File: src/rtl/calc_pkg.sv
// Shared types and constants for the calculator key front-end.
// Operation codes here drive the arithmetic unit's OP select directly.
package calc_pkg;

    typedef enum logic [1:0] {
        OP_ADD = 2'd0,
        OP_SUB = 2'd1,
        OP_MUL = 2'd2,
        OP_DIV = 2'd3
    } op_t;

    localparam int NUM_KEYS = 4;

    // Idle (not pressed) level of an active-low push-button.
    localparam logic KEY_RELEASED = 1'b1;

    // Key index maps one-to-one onto the operation code.
    function automatic op_t key_to_op(input logic [1:0] idx);
        return op_t'(idx);
    endfunction

endpackage

File: src/rtl/key_debounce.sv
// Single push-button conditioner: synchronizer chain, stability counter
// and stable-level flop. 'press' is high in the cycle a 1->0 change of the
// debounced level is accepted; releases produce no pulse.
module key_debounce
    import calc_pkg::*;
#(
    parameter int DEBOUNCE_CYCLES = 280000,
    parameter int CNT_W           = 19,
    parameter int SYNC_STAGES     = 2
) (
    input  logic clk,
    input  logic rst_n,
    input  logic key_raw_n,
    output logic level,
    output logic press
);

    localparam logic [CNT_W-1:0] CNT_MAX = CNT_W'(DEBOUNCE_CYCLES - 1);

    logic [SYNC_STAGES-1:0] sync_q, sync_d;
    logic [CNT_W-1:0]       cnt_q, cnt_d;
    logic                   stable_q, stable_d;
    logic                   synced;
    logic                   accept;

    assign synced = sync_q[SYNC_STAGES-1];

    // Next-state: shift the raw key in, count cycles the synced level differs
    // from the stable one, and adopt it once it has held long enough.
    always_comb begin
        sync_d   = {sync_q[SYNC_STAGES-2:0], key_raw_n};
        cnt_d    = '0;
        stable_d = stable_q;
        accept   = 1'b0;
        if (synced != stable_q) begin
            if (cnt_q == CNT_MAX) begin
                stable_d = synced;
                accept   = 1'b1;
            end else begin
                cnt_d = cnt_q + CNT_W'(1);
            end
        end
    end

    // State registers; reset looks like a released, settled key.
    always_ff @(posedge clk or negedge rst_n) begin
        if (!rst_n) begin
            sync_q   <= '1;
            cnt_q    <= '0;
            stable_q <= KEY_RELEASED;
        end else begin
            sync_q   <= sync_d;
            cnt_q    <= cnt_d;
            stable_q <= stable_d;
        end
    end

    assign level = stable_q;
    assign press = accept && (synced != KEY_RELEASED);

endmodule

File: src/rtl/key_op_selector.sv
// Calculator key front-end: debounces four active-low buttons and turns each
// accepted press into a registered op code plus a one-cycle op_valid strobe.
// Optional feature macro: KEY_OP_PRESS_COUNT_EN (accepted-press counter).
module key_op_selector
    import calc_pkg::*;
#(
    parameter int DEBOUNCE_CYCLES = 280000,
    parameter int CNT_W           = 19,
    parameter int SYNC_STAGES     = 2
) (
    input  logic       CLK_28,
    input  logic       RST_N,
    input  logic [3:0] key_n,
    output logic [1:0] op,
    output logic       op_valid,
    output logic [3:0] key_level,
    output logic [7:0] press_count
);

    logic [NUM_KEYS-1:0] press;
    logic [NUM_KEYS-1:0] level;
    logic                any_press;
    logic [1:0]          sel_idx;
    op_t                 op_q, op_d;
    logic                op_valid_q, op_valid_d;

    for (genvar k = 0; k < NUM_KEYS; k++) begin : g_key
        key_debounce #(
            .DEBOUNCE_CYCLES (DEBOUNCE_CYCLES),
            .CNT_W           (CNT_W),
            .SYNC_STAGES     (SYNC_STAGES)
        ) u_deb (
            .clk       (CLK_28),
            .rst_n     (RST_N),
            .key_raw_n (key_n[k]),
            .level     (level[k]),
            .press     (press[k])
        );
    end

    // Priority encoder: scanning downward lets the lowest key index win when
    // several presses are accepted in the same cycle.
    always_comb begin
        any_press = 1'b0;
        sel_idx   = 2'd0;
        for (int k = NUM_KEYS - 1; k >= 0; k--) begin
            if (press[k]) begin
                any_press = 1'b1;
                sel_idx   = 2'(k);
            end
        end
    end

    // Op register next-state: load on an accepted press, otherwise hold.
    always_comb begin
        op_d       = op_q;
        op_valid_d = any_press;
        if (any_press) begin
            op_d = key_to_op(sel_idx);
        end
    end

    // Op and strobe registers.
    always_ff @(posedge CLK_28 or negedge RST_N) begin
        if (!RST_N) begin
            op_q       <= OP_ADD;
            op_valid_q <= 1'b0;
        end else begin
            op_q       <= op_d;
            op_valid_q <= op_valid_d;
        end
    end

    assign op        = op_q;
    assign op_valid  = op_valid_q;
    assign key_level = level;

`ifdef KEY_OP_PRESS_COUNT_EN
    logic [7:0] count_q, count_d;

    // Count advances together with each op_valid strobe, wrapping at 255.
    always_comb begin
        count_d = count_q;
        if (op_valid_d) begin
            count_d = count_q + 8'd1;
        end
    end

    // Press counter register.
    always_ff @(posedge CLK_28 or negedge RST_N) begin
        if (!RST_N) begin
            count_q <= 8'd0;
        end else begin
            count_q <= count_d;
        end
    end

    assign press_count = count_q;
`else
    assign press_count = 8'd0;
`endif

endmodule

File: config.mk
export PLATFORM = sky130hd
export DESIGN_NAME = key_op_selector
export DESIGN_NICKNAME = d
export VERILOG_FILES = /design/src/rtl/calc_pkg.sv /design/src/rtl/key_debounce.sv /design/src/rtl/key_op_selector.sv
export SDC_FILE = /design/constraint.sdc
export NUM_CORES = 1
export LEC_CHECK = 0
export BUFFER_PORTS_ARGS = -buffer_cell sky130_fd_sc_hd__buf_2
export CAP_MARGIN = 20
export CORE_ASPECT_RATIO = 0.8
export CORE_MARGIN = 1
export CORE_UTILIZATION = 55
export DETAILED_ROUTE_END_ITERATION = 7
export PLACE_DENSITY = 0.73
export SYNTH_ARGS = -nofsm -noshare
export SYNTH_HDL_FRONTEND = slang
export SYNTH_SLANG_ARGS = --single-unit
File: constraint.sdc
create_clock -name CLK_28 -period 4.6 [get_ports CLK_28]
set_input_delay 0.23 -clock CLK_28 [delete_from_list [all_inputs] [get_ports CLK_28]]
set_output_delay 0.23 -clock CLK_28 [all_outputs]
set_load 0.05 [all_outputs]
Word-level counts from Yosys, hierarchy flattened
Cells that the tools add are included.
{"block": "op_classes", "muxes": 24, "add_sub_neg": 4, "n_eq_ne": 8, "bitwise_logic": 4, "n_reduce_logical": 8}
{"operator": "$mux W19", "n": 8}
{"operator": "$add A19 B1 Y19 const B", "n": 4}
{"operator": "$eq A19 B19 Y1 const B", "n": 4}
{"operator": "$mux W1", "n": 12}
{"operator": "$mux W2", "n": 4}
{"operator": "$reduce_and A2 Y1", "n": 4}
{"operator": "$logic_and A1 B1 Y1", "n": 4}
{"operator": "$ne A1 B1 Y1", "n": 4}
{"operator": "$not A1 Y1", "n": 4}
{"block": "totals", "output_inout_bits": 15, "regBits": 91, "in_bits": 6}

Depth between registers and ports, before layout
{"block": "logic_depth", "ltp_word": 8, "mapped_depth": 7}

By module
Synthesis repeated with hierarchy kept, for this count alone.
{"block": "unflattened", "hier_cells": 430, "hier_area_um2": 4551.9}
{"module": "key_debounce", "cells_each": 103, "area_each_um2": 1094.8, "seq_area_each_um2": 554.3, "n_inst": 4}
{"module": "key_op_selector", "cells_each": 18, "area_each_um2": 172.7, "seq_area_each_um2": 75.1, "n_inst": 1}

Worst setup path after synthesis
Ideal clock, no wire load.
{"block": "synth_timing", "path_kind": "register -> register", "start": "register g_key[0].u_deb.cnt_q[13]", "end": "register g_key[0].u_deb.cnt_q[9]", "path_slack_ps": 2678, "path_stages_with_launch": 6, "path_buffers": 1, "arrival_time_ps": 1803, "setup_time_ps": 119, "t_required_ps": 4481, "path_cell_list": "dfrtp_1 > or4b_1 > or4_4 > o21ai_4 > buf_6 > nor2_1"}
{"block": "synth_via", "elab_chain_len": 3}
{"item": "start, declared", "line_no": "key_debounce.sv:21", "source": "logic [CNT_W-1:0] cnt_q, cnt_d;"}
{"item": "start signal, assigned", "line_no": "key_debounce.sv:53", "source": "cnt_q <= cnt_d;"}
{"item": "$eq A19 B19 Y1", "line_no": "key_debounce.sv:36", "source": "if (cnt_q == CNT_MAX) begin"}
{"item": "$mux W19", "line_no": "key_debounce.sv:36"}
{"item": "$mux W19", "line_no": "key_debounce.sv:35", "source": "if (synced != stable_q) begin"}
{"item": "net g_key[0].u_deb.cnt_d[9]", "line_no": "key_debounce.sv:21"}
The timed path passes the listed nets, and every way through them passes these cells.
A chain may end at the register's enable or synchronous reset.

Final worst setup path
{"block": "layout_timing", "start": "register g_key[3].u_deb.cnt_q[0]", "end": "register g_key[3].u_deb.cnt_q[10]"}
{"block": "layout_via", "elab_chain_len": 3, "elab_cells_between_ends": 4, "cone_classes": "add/sub: 1; eq/ne: 1; mux: 2"}
{"item": "start, declared", "line_no": "key_debounce.sv:21"}
{"item": "start signal, assigned", "line_no": "key_debounce.sv:53"}
{"item": "$add A19 B1 Y19 / $eq A19 B19 Y1 (equally long branches)", "line_no": "key_debounce.sv:40, key_debounce.sv:36"}
{"item": "$mux W19 *", "line_no": "key_debounce.sv:36"}
{"item": "$mux W19 *", "line_no": "key_debounce.sv:35"}
{"item": "net g_key[3].u_deb.cnt_d[10]", "line_no": "key_debounce.sv:21"}
Mark *: on every way through the listed nets, which the timed path passes. The rest lies on a longest branch.

==> results_dict.tcl <==
set metrics [dict create \
    p_leak_uw 0.00194 \
    insertion_delay_ps 360 \
    reg2reg_slack_ps 2330 \
    hold_viol 0 \
    drcViolationCount 0 \
    io_pins 21 \
    drtIter0Drc 200 \
    clock_sinks 91 \
    r2r-start "g_key[3].u_deb.cnt_q[0]" \
    synthCells 463 \
    final_util_pct 61.5 \
    ant_nets 0 \
    rows 29 \
    cts_tree "done" \
    r2r_cells 5 \
    setup_viol 0 \
    status "completed" \
    dpl_cell_area_um2 4680 \
    worstHoldStart "g_key[1].u_deb.sync_q[0]" \
    synth_edf_count 0 \
    initial_core_util_pct 57.3 \
    relSlewSlack_pct 46.6 \
    critPathKind "reg2reg" \
    vias_per_cell 5.79 \
    p_comb_share_pct 4.6 \
    cts_resized 0 \
    antenna_found_initial 0 \
    netlist_area_um2 4590 \
    area_growth_pct 7.41 \
    worst_r2r_endpoint "g_key[3].u_deb.cnt_q[10]" \
    finalNetCount 488 \
    hold_path.class "reg2reg" \
    grt_use_total_pct 22.2 \
    slew_violations 0 \
    drive_gt1_share_pct 11.2 \
    skew_ps 11.6 \
    cts_setup_buffers 0 \
    grt_max_degree 57 \
    dpl.hpwl_um 5930 \
    cp_max_fo 19 \
    holdBufCountCts 5 \
    async_flop_share_pct 100 \
    swShare_pct 24.0 \
    worst_slew_pin_slew_ps 800 \
    max_cap_violations 0 \
    stdcell_area_um2 4930 \
    synthFlopType "dfrtp_1" \
    rsz0062_at_grt "no" \
    vias 3419 \
    power_frac_seq_pct 57.2 \
    grt_pass1_vias 3266 \
    finalCritPeriodShare_pct 49.4 \
    io_buffers 12 \
    die_h_um 83.7 \
    power_uw 1440 \
    num_antenna_cells 0 \
    endpoint_kind "flip-flop" \
    grt_pass1_wl_um 15400 \
    cts.root.buffer_cell "clkbuf_8" \
    cp.arrival_ps 2500 \
    fin_ws_ps 2330 \
    die_x_um 104 \
    peakVddDrop_mv 0.211 \
    period_needed_ps 2270 \
    seq_area_frac_synth_pct 49.9 \
    h-tree-depth 3 \
    synth.avg_cell_area_um2 9.92 \
    start_kind "flip-flop" \
    cp.required_ps 4820 \
    min_to "g_key[1].u_deb.sync_q[1]" \
    synth.distinct_cells 45 \
    power_density_nw_per_um2 293 \
    whs_path_depth 0 \
    overflow 0 \
    core_um2 8020 \
    dpl_worst_slack_ps 2350 \
    wl_um 8710 \
    first_pass_iters 4 \
    ys_seq_elements 91 \
    numCtsBuffers 9 \
    wl_per_cell_um 14.7 \
    fmax_mhz 440 \
    p_int_uw 1100 \
    clkPwrFrac_pct 38.2 \
    fin_setup_tns_ps 0 \
    clock_path_buffers 2 \
    switchingPower_uw 346 \
    path_clk_slew_ps 90 \
    dieArea_um2 8720 \
    ys_warn_count 0 \
    gp_congestion 0.796 \
]
[cells in the final DEF (no fill, tap or decap), types with 8 or more instances in the layout]
cell	instances
a21oi_1	22
and3_1	8
buf_2	11
clkbuf_8	10
conb_1	8
dfrtp_1	79
dfstp_2	12
inv_1	15
nand2_1	23
nand3_1	30
nand4_1	18
nor2_1	64
nor4_1	13
o21ai_0	15
or3_1	19
or4_1	12
xnor2_1	29
xor2_1	21
[power groups by stage]
stage	clock network, µW	logic (µW)	registers [µW]
detailed placement	0	65.0	842
global placement	0	64.3	840
finish	552	66.9	826
floorplan	0	46.9	839
CTS	566	68.6	826
global route	595	77.3	828
[logic make-up (layout without fill, tap and decap cells)]
family	count (synthesis)	in the layout	share of synthesized area (%)
flip-flops	91	91	49.9
AO/OA/AOI/OAI	52	52	6.97
multiplexers	4	4	0.981
buffers and inverters	36	49	4.33
AND/OR/NAND/NOR	225	225	27.1
adder cells (fa/ha/maj)	4	4	1.09
other	1	8	0.0816
XOR/XNOR	50	50	9.53
[per-stage QoR]
| stage | hold slack, ps | std cells |
|---|---|---|
| 2_1_floorplan | -65.6 | 470 |
| 3_3_place_gp | 219 | 570 |
| 3_5_place_dp | 221 | 570 |
| 4_1_cts | 340 | 591 |
| 5_1_grt | 341 | 591 |
| 6_report | 344 | 591 |
[flip-flops by register name, indices dropped and copies added (netlist names)]
signal	flops
g_key.u_deb.sync_q	8
g_key.u_deb.cnt_q	76
op	2
g_key.u_deb.level	4
op_valid	1
[worst max path at each step]
stage	from	endpoint	slack [ps]	depth (start not counted)
final	g_key[3].u_deb.cnt_q[0]	g_key[3].u_deb.cnt_q[10]	2330	5
after global placement	g_key[3].u_deb.cnt_q[0]	g_key[3].u_deb.cnt_q[5]	2460	5
after CTS	g_key[3].u_deb.cnt_q[0]	g_key[3].u_deb.cnt_q[10]	2330	5
after detailed placement	g_key[3].u_deb.cnt_q[0]	g_key[3].u_deb.cnt_q[10]	2350	5
after floorplan	g_key[0].u_deb.cnt_q[13]	g_key[0].u_deb.cnt_q[9]	2680	5
after global routing	g_key[3].u_deb.cnt_q[0]	g_key[3].u_deb.cnt_q[6]	2130	5
[cells in the mapped netlist, drive strengths merged, types with 4 or more instances]
master	n	share of area, %
dfrtp	79	43
nor2	64	5.2
nand3	30	3.3
xnor2	29	5.5
nand2	23	1.9
a21oi	22	2.4
xor2	21	4.0
or3	19	2.6
nand4	18	2.5
o21ai	18	2.4
buf	17	2.8
inv	15	1.2
or4	14	2.5
nor4	13	1.8
dfstp	12	6.9
and3	8	1.1
nor3	7	0.76
o31ai	7	1.1
and4	5	0.95
nor4b	5	1.3
and2	4	0.54
clkbuf	4	0.33
ha	4	1.1
mux2	4	0.98
nor4bb	4	0.87
[metal layers]
layer / share of wire [%] / up-vias / GRT usage (%)
li1: - / 1671 / -
met1: 50 / 1670 / 31.2
met2: 45 / 66 / 33.9
met3: 3.6 / 12 / 5.00
met4: 1.5 / 0 / 7.92
met5: 0 / - / 0
[layout make-up]
class                      count  area, µm²
fill                         716       3090
tap                          108        135
clock inverter                 5       60.1
inverter                      15       56.3
multi-input combinational    343       2130
sequential                    91       2290
clock buffer                  11        141
timing repair buffer          18        120
[critical path: stages, from the launching register on]
cell	delay, ps
dfrtp_1	410
ha_1	240
nand3_1	170
or4_1	540
o21ai_2	650
nor2_1	120
Power figures use the tool's default switching activity.
